$ cat config.mk
export PLATFORM = sky130hd
export DESIGN_NAME = channel_scan_mux
export DESIGN_NICKNAME = d
export VERILOG_FILES = /design/src/rtl/channel_mux_pkg.sv /design/src/rtl/scan_tick_gen.sv /design/src/rtl/channel_scan_mux.sv
export SDC_FILE = /design/constraint.sdc
export NUM_CORES = 1
export LEC_CHECK = 0
export CAP_MARGIN = 0
export CORE_MARGIN = 2
export CORE_UTILIZATION = 40
export DETAILED_ROUTE_END_ITERATION = 8
export PLACE_DENSITY = 0.65
export SYNTH_ARGS = -nofsm -noshare
export SYNTH_HDL_FRONTEND = slang
export SYNTH_SLANG_ARGS = --single-unit
$ cat constraint.sdc
create_clock -name clk -period 6.6 [get_ports clk]
set_input_delay 1.32 -clock clk [delete_from_list [all_inputs] [get_ports clk]]
set_output_delay 1.32 -clock clk [all_outputs]
set_load 0.01 [all_outputs]
$ cat src/rtl/channel_mux_pkg.sv
`default_nettype none
// ---------------------------------------------------------------------------
// channel_mux_pkg : mode encodings and width helper for channel_scan_mux
// Rev 1.0
// ---------------------------------------------------------------------------
package channel_mux_pkg;

  localparam logic MODE_MANUAL = 1'b0;
  localparam logic MODE_SCAN   = 1'b1;

  // Bits needed to index n items; never narrower than one bit.
  function automatic int width_for(input int n);
    return (n <= 1) ? 1 : $clog2(n);
  endfunction

endpackage
`default_nettype wire

$ cat src/rtl/scan_tick_gen.sv
`default_nettype none
// ---------------------------------------------------------------------------
// scan_tick_gen : dwell divider, flags the terminal count of each scan dwell
// Rev 1.0
// ---------------------------------------------------------------------------
module scan_tick_gen
  import channel_mux_pkg::*;
#(
  parameter int SCAN_DIV = 100000
) (
  input  logic clk,
  input  logic rst,
  input  logic clr,
  input  logic en,
  output logic tick
);

  localparam int CW = width_for(SCAN_DIV);
  localparam logic [CW-1:0] TC = CW'(SCAN_DIV - 1);

  logic [CW-1:0] cnt;

  // Combinational so the parent can advance the channel on this same edge.
  assign tick = en && !clr && (cnt == TC);

  always_ff @(posedge clk or posedge rst) begin
    if (rst) begin
      cnt <= '0;
    end else if (en) begin
      if (clr || (cnt == TC)) cnt <= '0;
      else                    cnt <= cnt + 1'b1;
    end
  end

endmodule
`default_nettype wire

$ cat src/rtl/channel_scan_mux.sv
`default_nettype none
// ---------------------------------------------------------------------------
// channel_scan_mux : registered N-channel mux with manual select or timed scan
// Rev 1.0
// ---------------------------------------------------------------------------
module channel_scan_mux
  import channel_mux_pkg::*;
#(
  parameter  int WIDTH    = 4,
  parameter  int NCH      = 4,
  parameter  int SCAN_DIV = 100000,
  localparam int SELW     = width_for(NCH)
) (
  input  logic                  clk,
  input  logic                  rst,
  input  logic [NCH*WIDTH-1:0]  din,
  input  logic [SELW-1:0]       sel,
  input  logic                  mode,
  input  logic                  en,
  output logic [WIDTH-1:0]      z,
  output logic [SELW-1:0]       ch,
  output logic [NCH-1:0]        onehot,
  output logic                  tick
);

  localparam logic [SELW:0] NCH_W = (SELW + 1)'(NCH);

  logic             adv;
  logic [SELW-1:0]  ch_base;
  logic [SELW-1:0]  ch_next;
  logic [WIDTH-1:0] z_next;
  logic [NCH-1:0]   onehot_next;

  scan_tick_gen #(
    .SCAN_DIV (SCAN_DIV)
  ) u_tick (
    .clk  (clk),
    .rst  (rst),
    .clr  (mode == MODE_MANUAL),
    .en   (en),
    .tick (adv)
  );

  // An out-of-range manual index restarts scanning from channel 0.
  assign ch_base = ({1'b0, ch} >= NCH_W) ? '0 : ch;

  always_comb begin
    ch_next = ch_base;
    if (mode == MODE_MANUAL) begin
      ch_next = sel;
    end else if (adv) begin
      ch_next = ({1'b0, ch} >= (NCH_W - 1'b1)) ? '0 : ch + 1'b1;
    end

    z_next      = '0;
    onehot_next = '0;
    for (int i = 0; i < NCH; i++) begin
      if (ch_next == SELW'(i)) begin
        z_next         = din[i*WIDTH +: WIDTH];
        onehot_next[i] = 1'b1;
      end
    end
  end

  always_ff @(posedge clk or posedge rst) begin
    if (rst) begin
      z      <= '0;
      ch     <= '0;
      onehot <= NCH'(1);
      tick   <= 1'b0;
    end else begin
      tick <= adv;
      if (en) begin
        z      <= z_next;
        ch     <= ch_next;
        onehot <= onehot_next;
      end
    end
  end

endmodule
`default_nettype wire

==> results.md <==
- Number of enable flip-flop cells after synthesis: 0
- CTS Sinks: 28
- Initial drt markers: between 50 and 60
- Top fanout value on the critical path: 28
- Max-slew headroom at the worst pin: 29.5%
- TritonCTS clock tree: built
- Clock Tree Buf Depth: 2
- Drc violations: 0
- Slew at the pin closest to its max-slew limit: 1.06 ns
- Global-route wire length before repair: approximately 5600 µm
- Finished Cell Area: around 0.0019 mm²
- Type of the worst min-delay path: reg -> reg
- Via Count: about 1200
- Setup skew after layout: 0.00693 ns
- Post-DP HPWL: 2510 µm
- Final critical delay including setup and external delays: 3.80 ns
- Total area of multi-input combinational cells: 769 µm²
- Layout filler cell count: 346
- Initial antenna violation count: 0
- # placed instances: 233
- Status: finished, final reports clean
- Delay of the slowest critical-path stage: 1.04 ns
- Cell at the slowest stage of the critical path: sky130_fd_sc_hd__clkdlybuf4s50_1
- Post-DRT Antenna Nets: 0
- Final worst setup slack: 2.80 ns
- Port Buffer Count: 32
- Share of the cycle needed by the critical path after routing: 57.6%
- Clock buffer count from CTS: 3
- Final wirelength: between 3000 and 4000 µm
- Post-CTS Setup Bufs: 0
- Synthesized netlist net count: 182
- Clock transition at the registers of the reported paths: 0.10 ns
- Io pins: 33
- Ys flop type: sky130_fd_sc_hd__dfrtp_1
- CP required: 6.77 ns
- Number of hold buffers added after CTS: 0
- Signed area change from the synthesized netlist to the final layout: 26.9%
- Total placed instance area: around 0.0019 mm²
- Buffer cell driving the clock tree root: sky130_fd_sc_hd__clkbuf_8
- Largest voltage drop on the vdd net: about 83 µV
- Diodes inserted: 0
- Finish-stage setup viols: 0
- Category of the critical setup timing path: in -> reg
- Core Region: 0.00366 mm²
- Final Instance Count excl. Fillers: 237
- Worst setup EP type: flip-flop
- Total count of hold-check failures in the final report: 0
- Post-synthesis cell type count: 37
- Fraction of layout cells with a size suffix above 1: 7.41%
- Register area share after synthesis: 46.2%
- Post-synthesis cell area: about 0.0015 mm²
- Global-route usage over all layers: 16.8%
- RSZ-0062 raised after global routing: no
- Final weighted congestion in routability-driven placement: 0.869
- H-tree depth: 1
- Syn. warnings: 0
- Pwr/cell area: between 150 and 200 mW/mm²
- Std-Cell Rows: 22
- Floorplan die width: approximately 66 µm
- Maximum clock frequency: 263 MHz
- Synth Instances: roughly 160
- Worst setup slack before clock tree synthesis: 2.53 ns
- Storage cell area: 702 µm²
- Kind of cell with the highest combined delay on the critical path: buffers and inverters
- Share of synthesized flip-flops with an asynchronous set or reset: 100%
- Post-layout net count: 214
- Vias in the first global route: 1229
- Type of element launching the critical path: input pin
- Mapped Avg Cell Area: ~9.6 µm²
- Leakage power of the design: 0.824 nW
- Sum of negative setup slack: 0 ns
- Number of buffer and inverter instances along the worst setup path: 1
- Vias per Instance: 5.14
- Initial standard-cell utilization of the core: 41.5%
- Detailed-router iteration count before antenna repair: 4
- Worst Path Arrival: 3.97 ns
- Overall die area: roughly 0.0043 mm²
- Source-to-sink clock delay at the later pin of the worst-skew pair: 0.27 ns
- Maximum number of pins on one net before global-route repair: 29
- CTS resizes: 0
- Critical path cell sequence: clkdlybuf4s50_1, nand4_1, nor2_1, a21oi_1, nor2_2, mux2_1, o221a_2
- Max-slew violation count: 0
- Number of violations of the max-capacitance limit: 0
- DIE HEIGHT: 65.6 µm
- Average wire per standard cell: 14.0 µm
- Post-synthesis register bit count: 28
- Total global routing overflow: 0
[final timing paths]
kind	slack, ns	end	depth (start not counted)	from
hold / removal	0.50	onehot[0]	2	onehot[0]
min in group asynchronous	1.60	z[2]	2	rst
hold reg to reg	0.50	onehot[0]	2	onehot[0]
setup reg to reg	4.03	z[3]	6	u_tick.cnt[11]
setup / recovery	2.80	z[3]	7	en
max in group asynchronous	4.35	u_tick.cnt[14]	2	rst
[metal layers]
| metal | vias up | global-route usage (%) | part of all wire (%) |
|---|---|---|---|
| met1 | 583 | 22.4 | 47 |
| met2 | 19 | 28.1 | 49 |
| met4 | 0 | 4.69 | 0.91 |
| met5 | - | 0 | 0 |
| li1 | 611 | - | - |
| met3 | 4 | 2.91 | 3.1 |
[cell usage after synthesis, types with 2 or more instances]
cell                        number  share of area, %
sky130_fd_sc_hd__nor2_1         27               6.7
sky130_fd_sc_hd__o21ai_0         8               2.6
sky130_fd_sc_hd__xnor2_1         2               1.2
sky130_fd_sc_hd__nand3b_1        2              0.99
sky130_fd_sc_hd__a21oi_1         2              0.66
sky130_fd_sc_hd__nand3_1         8               2.6
sky130_fd_sc_hd__clkbuf_1        3              0.74
sky130_fd_sc_hd__ha_1            2               1.6
sky130_fd_sc_hd__nor2b_1         2              0.82
sky130_fd_sc_hd__a2bb2oi_1       2               1.2
sky130_fd_sc_hd__inv_1           5               1.2
sky130_fd_sc_hd__and2_1          2              0.82
sky130_fd_sc_hd__mux2_2          3               2.2
sky130_fd_sc_hd__o221a_2         2               1.5
sky130_fd_sc_hd__nand4_1         5               2.1
sky130_fd_sc_hd__mux2_1          2               1.5
sky130_fd_sc_hd__and3_1          5               2.1
sky130_fd_sc_hd__nand2_1        16               4.0
sky130_fd_sc_hd__mux2i_1         5               3.3
sky130_fd_sc_hd__dfrtp_1        27                45
sky130_fd_sc_hd__xor2_1         11               6.3
sky130_fd_sc_hd__a221oi_1        2               1.2
[cells by family after synthesis]
kind of cell             after synthesis  share of synthesized area (%)
AND/OR/NAND/NOR                       74                           24.8
buffers and inverters                 10                           3.05
flip-flops                            28                           46.2
AO/OA/AOI/OAI                         21                           9.73
multiplexers                          10                           7.01
adder cells (fa/ha/maj)                2                           1.65
XOR/XNOR                              13                           7.50
[per-stage QoR]
| step | util [%] | hold slack, ns | power (mW) |
|---|---|---|---|
| finish | 52.6 | 0.503 | 0.379 |
| global route | 52.6 | 0.531 | 0.395 |
| CTS | 52.6 | 0.508 | 0.383 |
| detailed placement | 51.1 | 0.488 | 0.277 |
| global placement | 51.1 | 0.496 | 0.276 |
| floorplan | - | 0.488 | 0.237 |
[sequential cells by signal, indices dropped and copies added (netlist names)]
| signal | count |
|---|---|
| ch | 2 |
| u_tick.cnt | 17 |
| z | 4 |
| onehot | 4 |
| tick | 1 |
[area by class of cell]
class                           count  area share [%]
Multi-Input combinational cell    120            40.0
Sequential cell                    28            36.5
Timing Repair Buffer               32            16.6
Tap cell                           48            3.12
Clock buffer                        4            2.86
Inverter                            5           0.975
[cell usage in the layout, fill, tap and decap left out, types with 4 or more instances in the layout]
cell type                         netlist  routed
sky130_fd_sc_hd__and3_1                 5       5
sky130_fd_sc_hd__clkbuf_8               0       4
sky130_fd_sc_hd__clkdlybuf4s50_1        0      32
sky130_fd_sc_hd__dfrtp_1               27      27
sky130_fd_sc_hd__inv_1                  5       5
sky130_fd_sc_hd__mux2i_1                5       5
sky130_fd_sc_hd__nand2_1               16      16
sky130_fd_sc_hd__nand3_1                8       8
sky130_fd_sc_hd__nand4_1                5       5
sky130_fd_sc_hd__nor2_1                27      27
sky130_fd_sc_hd__o21ai_0                8       8
sky130_fd_sc_hd__xor2_1                11      11
[worst min-delay path: cells and delay by family, from the launching register on]
family | cells | cell delay [ns]
buffers and inverters | 1 | 0.04
AOI/OAI and AO/OA | 1 | 0.08
DFF | 1 | 0.38
[where the power goes]
part | internal, mW | leakage (nW) | switching (mW)
Clock | 0.0534 | 0.0288 | 0.0518
Sequential | 0.184 | 0.365 | 0.0102
Combinational | 0.0443 | 0.430 | 0.0350
No activity file was read; power rests on OpenSTA's default activity.
